==> config.mk <==
export PLATFORM = sky130hd
export DESIGN_NAME = totd_pulse_gen_40mhz
export DESIGN_NICKNAME = d
export VERILOG_FILES = /design/src/rtl/totd_pulse_gen_40mhz.sv
export SDC_FILE = /design/constraint.sdc
export NUM_CORES = 1
export LEC_CHECK = 0
export BUFFER_PORTS_ARGS = -buffer_cell sky130_fd_sc_hd__buf_2
export CORE_MARGIN = 10
export CORE_UTILIZATION = 57
export DETAILED_ROUTE_END_ITERATION = 10
export PLACE_DENSITY = 0.84
export SETUP_SLACK_MARGIN = 0.05
export SKIP_LAST_GASP = 1
export SYNTH_ARGS = -nofsm -noshare
export SYNTH_HDL_FRONTEND = slang
export SYNTH_SLANG_ARGS = --single-unit
==> constraint.sdc <==
create_clock -name CLK120 -period 11.52 [get_ports CLK120]
set_input_delay 0.576 -clock CLK120 [delete_from_list [all_inputs] [get_ports CLK120]]
set_output_delay 0.576 -clock CLK120 [all_outputs]
set_load 0.005 [all_outputs]
==> src/rtl/totd_pulse_gen_40mhz.sv <==
// ---------------------------------------------------------------------------
// totd_pulse_gen_40mhz
//
// Synthetic FADC-like trace source for the 40 MHz compatibility ToTd path.
// The block builds a train of rectangular pulses. Each pulse is passed through
// a single-pole exponential tail, y <= sat(x + ((y*FD) >> FN)). This is the
// tail that the compatibility deconvolution later removes. The block runs in
// the CLK120 domain and only advances on ENABLE40 phase 0 (a "tick").
//
// Ports:
//   CLK120    120 MHz clock
//   RESET     synchronous, active-high reset
//   ENABLE40  40 MHz phase (0,1,2); logic advances only on phase 0
//   START     one-cycle request to begin a pulse train
//   BASELINE  pedestal added to every output sample
//   AMPL      rectangular pulse height above baseline
//   WIDTH     pulse length in 40 MHz samples (0 treated as 1)
//   SPACING   zero-input samples between pulses
//   NPULSES   pulses per train (0 treated as 1)
//   FD        tail numerator
//   FN        tail shift
//   ADC_OUT   generated sample, registered on each tick
//   BUSY      train in progress
//   DONE      one-CLK120 pulse at end of train
//
// Optional feature macro: COMPAT_PULSE_GEN_DITHER_EN
//   When defined, a 16-bit Fibonacci LFSR (taps 16,14,13,11, seed 0xACE1)
//   steps on every tick. Its two LSBs are added to BASELINE+y before the
//   output saturation.
// ---------------------------------------------------------------------------
module totd_pulse_gen_40mhz #(
   parameter int ADC_WIDTH = 12,
   parameter int FD_BITS   = 8,
   parameter int FN_BITS   = 4,
   parameter int LEN_BITS  = 8
) (
   input  logic                 CLK120,
   input  logic                 RESET,
   input  logic [1:0]           ENABLE40,
   input  logic                 START,
   input  logic [ADC_WIDTH-1:0] BASELINE,
   input  logic [ADC_WIDTH-1:0] AMPL,
   input  logic [LEN_BITS-1:0]  WIDTH,
   input  logic [LEN_BITS-1:0]  SPACING,
   input  logic [LEN_BITS-1:0]  NPULSES,
   input  logic [FD_BITS-1:0]   FD,
   input  logic [FN_BITS-1:0]   FN,
   output logic [ADC_WIDTH-1:0] ADC_OUT,
   output logic                 BUSY,
   output logic                 DONE
);

   localparam int ACC_W   = ADC_WIDTH + 4;
   localparam int PROD_W  = ACC_W + FD_BITS;
   localparam int POW_RAW = (1 << FN_BITS) + 1;
   localparam int POW_W   = (POW_RAW > FD_BITS) ? POW_RAW : FD_BITS;

   typedef enum logic [1:0] {
      IDLE  = 2'd0,
      HIGH  = 2'd1,
      GAP   = 2'd2,
      DRAIN = 2'd3
   } state_t;

   state_t state;
   state_t state_nxt;

   logic                 tick;
   logic                 pending;
   logic                 start_now;
   logic                 done_now;

   logic [ACC_W-1:0]     y;
   logic [ACC_W-1:0]     y_nxt;
   logic [ADC_WIDTH-1:0] x;

   logic [LEN_BITS-1:0]  width_cnt;
   logic [LEN_BITS-1:0]  width_cnt_nxt;
   logic [LEN_BITS-1:0]  gap_cnt;
   logic [LEN_BITS-1:0]  gap_cnt_nxt;
   logic [LEN_BITS-1:0]  pulse_cnt;
   logic [LEN_BITS-1:0]  pulse_cnt_nxt;

   logic [ADC_WIDTH-1:0] base_r;
   logic [ADC_WIDTH-1:0] ampl_r;
   logic [LEN_BITS-1:0]  width_r;
   logic [LEN_BITS-1:0]  spacing_r;
   logic [FD_BITS-1:0]   fd_r;
   logic [FN_BITS-1:0]   fn_r;

   logic [ADC_WIDTH-1:0] base_e;
   logic [ADC_WIDTH-1:0] ampl_e;
   logic [LEN_BITS-1:0]  width_e;
   logic [LEN_BITS-1:0]  spacing_e;
   logic [FD_BITS-1:0]   fd_e;
   logic [FN_BITS-1:0]   fn_e;
   logic [LEN_BITS-1:0]  width_m1;
   logic [LEN_BITS-1:0]  npulses_m1;

   logic [POW_W-1:0]     fn_pow;
   logic                 tail_en;
   logic [PROD_W-1:0]    prod;
   logic [PROD_W-1:0]    tail;
   logic [PROD_W:0]      acc_sum;
   logic [ACC_W:0]       adc_sum;
   logic [ADC_WIDTH-1:0] adc_nxt;
   logic [ACC_W:0]       dither;

`ifdef COMPAT_PULSE_GEN_DITHER_EN
   logic [15:0]          lfsr;
   logic                 lfsr_fb;

   assign lfsr_fb = lfsr[15] ^ lfsr[13] ^ lfsr[12] ^ lfsr[10];
   assign dither  = (ACC_W + 1)'(lfsr[1:0]);

   // The dither LFSR steps once per tick and is reseeded by RESET.
   always_ff @(posedge CLK120) begin
      if (RESET) begin
         lfsr <= 16'hACE1;
      end else if (tick) begin
         lfsr <= {lfsr[14:0], lfsr_fb};
      end
   end
`else
   assign dither = '0;
`endif

   assign tick = (ENABLE40 == 2'd0);

   // While IDLE, the live inputs act as the parameters. This makes the start
   // tick and idle output use current values. From then on, the captured
   // copies hold the train steady.
   assign base_e    = (state == IDLE) ? BASELINE : base_r;
   assign ampl_e    = (state == IDLE) ? AMPL     : ampl_r;
   assign width_e   = (state == IDLE) ? WIDTH    : width_r;
   assign spacing_e = (state == IDLE) ? SPACING  : spacing_r;
   assign fd_e      = (state == IDLE) ? FD       : fd_r;
   assign fn_e      = (state == IDLE) ? FN       : fn_r;

   // Counters hold "remaining after this sample", so a zero length is
   // promoted to one.
   assign width_m1   = (width_e == '0) ? '0 : width_e - LEN_BITS'(1);
   assign npulses_m1 = (NPULSES == '0) ? '0 : NPULSES - LEN_BITS'(1);

   // State register
   always_ff @(posedge CLK120) begin
      if (RESET) begin
         state <= IDLE;
      end else begin
         state <= state_nxt;
      end
   end

   // Next-state and pulse-input logic. Each tick's x is the sample of the
   // state being entered, so the tick that leaves IDLE already feeds AMPL.
   // The last HIGH/GAP tick chooses the following segment.
   always_comb begin
      state_nxt     = state;
      width_cnt_nxt = width_cnt;
      gap_cnt_nxt   = gap_cnt;
      pulse_cnt_nxt = pulse_cnt;
      x             = '0;
      start_now     = 1'b0;
      done_now      = 1'b0;
      if (tick) begin
         case (state)
            IDLE: begin
               if (pending) begin
                  state_nxt     = HIGH;
                  x             = ampl_e;
                  width_cnt_nxt = width_m1;
                  pulse_cnt_nxt = npulses_m1;
                  start_now     = 1'b1;
               end
            end
            HIGH: begin
               if (width_cnt != '0) begin
                  x             = ampl_e;
                  width_cnt_nxt = width_cnt - LEN_BITS'(1);
               end else if (pulse_cnt != '0) begin
                  pulse_cnt_nxt = pulse_cnt - LEN_BITS'(1);
                  if (spacing_e != '0) begin
                     state_nxt   = GAP;
                     gap_cnt_nxt = spacing_e - LEN_BITS'(1);
                  end else begin
                     x             = ampl_e;
                     width_cnt_nxt = width_m1;
                  end
               end else begin
                  state_nxt = DRAIN;
               end
            end
            GAP: begin
               if (gap_cnt != '0) begin
                  gap_cnt_nxt = gap_cnt - LEN_BITS'(1);
               end else begin
                  state_nxt     = HIGH;
                  x             = ampl_e;
                  width_cnt_nxt = width_m1;
               end
            end
            DRAIN: begin
               if (y == '0) begin
                  state_nxt = IDLE;
                  done_now  = 1'b1;
               end
            end
            default: state_nxt = IDLE;
         endcase
      end
   end

   // Exponential tail accumulator with a full-width product. When FD >= 2^FN,
   // the tail term is dropped so that DRAIN always decays to zero. Both sums
   // saturate rather than wrap.
   always_comb begin
      fn_pow  = POW_W'(1) << fn_e;
      tail_en = (POW_W'(fd_e) < fn_pow);
      prod    = PROD_W'(y) * PROD_W'(fd_e);
      tail    = tail_en ? (prod >> fn_e) : '0;
      acc_sum = (PROD_W + 1)'(x) + (PROD_W + 1)'(tail);
      y_nxt   = (|acc_sum[PROD_W:ACC_W]) ? '1 : acc_sum[ACC_W-1:0];
      adc_sum = (ACC_W + 1)'(base_e) + (ACC_W + 1)'(y_nxt) + dither;
      adc_nxt = (|adc_sum[ACC_W:ADC_WIDTH]) ? '1 : adc_sum[ADC_WIDTH-1:0];
   end

   // Datapath and handshake registers. A START arriving on the DONE tick is
   // accepted, because BUSY is about to fall on that same edge.
   always_ff @(posedge CLK120) begin
      if (RESET) begin
         y         <= '0;
         ADC_OUT   <= '0;
         BUSY      <= 1'b0;
         DONE      <= 1'b0;
         pending   <= 1'b0;
         width_cnt <= '0;
         gap_cnt   <= '0;
         pulse_cnt <= '0;
         base_r    <= '0;
         ampl_r    <= '0;
         width_r   <= '0;
         spacing_r <= '0;
         fd_r      <= '0;
         fn_r      <= '0;
      end else begin
         DONE <= done_now;
         if ((!BUSY || done_now) && START) begin
            pending <= 1'b1;
         end else if (start_now) begin
            pending <= 1'b0;
         end
         if (tick) begin
            y         <= y_nxt;
            ADC_OUT   <= adc_nxt;
            width_cnt <= width_cnt_nxt;
            gap_cnt   <= gap_cnt_nxt;
            pulse_cnt <= pulse_cnt_nxt;
            if (start_now) begin
               BUSY      <= 1'b1;
               base_r    <= BASELINE;
               ampl_r    <= AMPL;
               width_r   <= WIDTH;
               spacing_r <= SPACING;
               fd_r      <= FD;
               fn_r      <= FN;
            end else if (done_now) begin
               BUSY <= 1'b0;
            end
         end
      end
   end

endmodule

==> flow_metrics.tcl <==
set metrics [dict create \
    status "finished, final reports clean" \
    starting_density_of_the_core_pct 57.8 \
    synth.cell_area_sq_um 12600 \
    cts-htree-levels 3 \
    synth_async_sr_flop_share_pct 0 \
    arrival_ns 11.19 \
    tritoncts_num_sinks 109 \
    timing.clock.skew_ns 0.0110 \
    synth_seq_cells 109 \
    die_x_um 169 \
    first_iter_violations 1157 \
    max-clock-path-buffers 2 \
    grt_use_total_pct 25.2 \
    tritoncts_clock_tree "yes" \
    critical_path_buffers_and_inverters 6 \
    critPathCaptureType "flop" \
    synth-xor-area-share_pct 3.62 \
    timing.final.crit_share_pct 95.6 \
    vdd.ir_drop.worst_mv 0.109 \
    buffer_ports.inserted 78 \
    critical_path.startpoint_type "flop" \
    hold_buffers 0 \
    clkLatencyLatePin_ns 0.36 \
    antenna_cells 0 \
    die_h_um 169 \
    vias_after_detailed_routing 12427 \
    yosys.area.top_type_share_pct 17.3 \
    core_region_area_sq_um 21800 \
    clk_pin_slew_ns 0.07 \
    timing.final.crit_period_ns 11.01 \
    overall_die_area_sq_um 28400 \
    finalNetCount 1950 \
    relSlewSlack_pct 18.4 \
    antenna_found_initial 0 \
    filler_cell_count 1938 \
    worst_hold_slack_ns 0.457 \
    synth_fp_nets 1909 \
    wl_per_cell_um 18.5 \
    critPathTopFamily "adder cells" \
    post_dp_cell_area_sq_um 13200 \
    synthMuxAreaShare_pct 3.38 \
    first_pass_iters 6 \
    post-place-cells 1979 \
    drc 0 \
    syn_area_per_cell_sq_um 7.50 \
    synth_compound_area_share_pct 21.0 \
    hold_class "reg2reg" \
    post_route_cells_drive_above_1_share_pct 12.2 \
    largest_net_degree_at_the_start_of_global_routing 110 \
    final-max-slew-violation-count 0 \
    finish.cell_count_without_fillers 2003 \
    drt_wl_total_um 37000 \
    floorplan.rows 54 \
    final_area_sq_um 13800 \
    fmax_ghz 0.0908 \
    globalRoute.totalOverflow 0 \
    grt_first_pass_wirelength_um 60000 \
    power.total_uw 1790 \
    max_stage_delay_ns 0.56 \
    detailedPlace.worstSlack_ns -0.230 \
    power.density_cell_area_nw_per_um2 130 \
    fraction_of_the_mapped_netlist_area_in_adder_cells_pct 21.7 \
    first_global_vias 11865 \
    post_synth_and_or_nand_nor_area_fraction_pct 26.1 \
    dominantRegCellSynth "sky130_fd_sc_hd__dfxtp_1" \
    maxCapViolCount 0 \
    required_ns 11.70 \
    netlist_instances 1677 \
    flow.area_growth_from_synthesis_pct 9.53 \
    cts_inserted_buffers 9 \
    synth-edff-count 0 \
    final_hold_viol_count 0 \
    worst_path_max_delay_cell "sky130_fd_sc_hd__fa_1" \
    yosys_warnings 0 \
    gp_congestion 1.02 \
    worst-slew-pin-transition_ns 1.19 \
    cts_root_buffer "sky130_fd_sc_hd__clkbuf_16" \
    dp.final_hpwl_um 28600 \
    post_drt_via_cell_ratio 6.20 \
    yosys_cell_types 84 \
    synth_top_cells_by_area "sky130_fd_sc_hd__dfxtp_1, sky130_fd_sc_hd__fa_1, sky130_fd_sc_hd__nand2_1" \
    floorplan.io_pins 79 \
    number_of_nets_with_antenna_violations_after_routing 0 \
    worst_path_most_repeated_cell "sky130_fd_sc_hd__fa_1" \
    setup_ws_ns 0.511 \
    synth_top_family_by_area "simple AND/OR/NAND/NOR gates" \
    setup_violations_final 0 \
    crit_path_max_fanout 16 \
    yosysSeqAreaShare_pct 17.3 \
    timing_worst_setup_path_type "reg2reg" \
    yosysTopAreaCell "sky130_fd_sc_hd__dfxtp_1" \
    leakage_power_uw 0.00588 \
]
[area by class of cell]
type	count	area (sq um)	share of cell area (%)
Timing Repair Buffer	125	746	5.41
Tap cell	280	350	2.54
Sequential cell	109	2180	15.9
Clock buffer	10	239	1.73
Clock inverter	6	75.1	0.545
Multi-Input combinational cell	1353	9730	70.6
Inverter	120	453	3.29
[logic make-up (layout without fill, tap and decap cells)]
| group | count (synthesis) | count (layout) |
|---|---|---|
| AO/OA/AOI/OAI | 389 | 389 |
| adder cells (fa/ha/maj) | 167 | 167 |
| flip-flops | 109 | 109 |
| XOR/XNOR | 52 | 52 |
| buffers and inverters | 216 | 261 |
| AND/OR/NAND/NOR | 703 | 704 |
| multiplexers | 41 | 41 |
[stage by stage]
stage          setup TNS [ns]  util (%)
3_5_place_dp            -2.38      60.8
5_1_grt              -0.00401      63.3
3_3_place_gp                0      60.8
6_report                    0      63.3
4_1_cts                     0      62.5
2_1_floorplan               0         -
[registers in the layout (all words and copies together) (netlist names)]
register,cells
y,16
ADC_OUT,12
ampl_r,12
base_r,12
fd_r,8
gap_cnt,8
pulse_cnt,8
spacing_r,8
width_cnt,8
width_r,8
fn_r,4
state,2
BUSY,1
DONE,1
pending,1
[layer usage]
metal / global-route usage [%] / up-vias / wire [um]
li1: - / 5893 / -
met1: 32.7 / 5994 / 15800
met2: 42.4 / 471 / 17700
met3: 3.31 / 69 / 2500
met4: 7.99 / 0 / 961
met5: 0 / - / 0
[power breakdown]
group / switching [uW] / internal, uW
Combinational: 637 / 394
Clock: 154 / 179
Sequential: 31.0 / 396
Total: 822 / 969
[worst register-to-register path: cells and delay by family (launching register included)]
family                   cells  cell delay, ns
AND/OR/NAND/NOR             15            2.73
flip-flops                   1            0.37
AO/OA/AOI/OAI               15            3.27
multiplexers                 1            0.22
adder cells (fa/ha/maj)      8            3.53
buffers and inverters        6            0.70
[final timing paths]
kind / start / cells past startpoint / slack (ns) / endpoint
worst max-delay path: state[1]$_SDFFE_PP0P_ / 45 / 0.51 / ADC_OUT[8]$_SDFFE_PP0P_
worst min-delay path: fd_r[2]$_SDFFE_PP0P_ / 2 / 0.46 / fd_r[2]$_SDFFE_PP0P_
worst max register to register: state[1]$_SDFFE_PP0P_ / 45 / 0.51 / ADC_OUT[8]$_SDFFE_PP0P_
worst min register to register: fd_r[2]$_SDFFE_PP0P_ / 2 / 0.46 / fd_r[2]$_SDFFE_PP0P_
[placed cells by master (no fill, tap or decap), types with 28 or more instances in the layout]
cell type,instances
sky130_fd_sc_hd__dfxtp_1,107
sky130_fd_sc_hd__inv_1,119
sky130_fd_sc_hd__xor2_1,28
sky130_fd_sc_hd__mux2i_1,37
sky130_fd_sc_hd__nand2_1,302
sky130_fd_sc_hd__a22oi_1,29
sky130_fd_sc_hd__and2_1,75
sky130_fd_sc_hd__buf_4,48
sky130_fd_sc_hd__nor3_1,43
sky130_fd_sc_hd__o21ai_0,42
sky130_fd_sc_hd__a21oi_1,122
sky130_fd_sc_hd__ha_1,76
sky130_fd_sc_hd__a211oi_1,37
sky130_fd_sc_hd__nor2_1,137
sky130_fd_sc_hd__buf_2,77
sky130_fd_sc_hd__fa_1,86
[synthesized netlist by cell type (all sizes together), types with 6 or more instances]
cell	n
nand2	305
nor2	139
a21oi	129
inv	120
dfxtp	109
fa	86
ha	81
and2	75
clkbuf	69
o21ai	53
nor3	46
a211oi	44
mux2i	38
a22oi	29
xor2	29
buf	27
a311oi	26
nand3	26
xnor2	23
nor2b	20
nor4	19
a21o	16
nand2b	16
o22ai	16
nand4	9
or3	9
and3	8
o211ai	8
and4	7
o21a	7
o221ai	7
nand4b	6
or2	6
[timing repair]
action                     in CTS  in global routing
cloned                          0                  1
setup endpoints to repair      12                 12
pin swaps                       1                  9
gates resized for setup         8                 35
setup buffers                   1                  6
(Power assumes the default switching activity.)
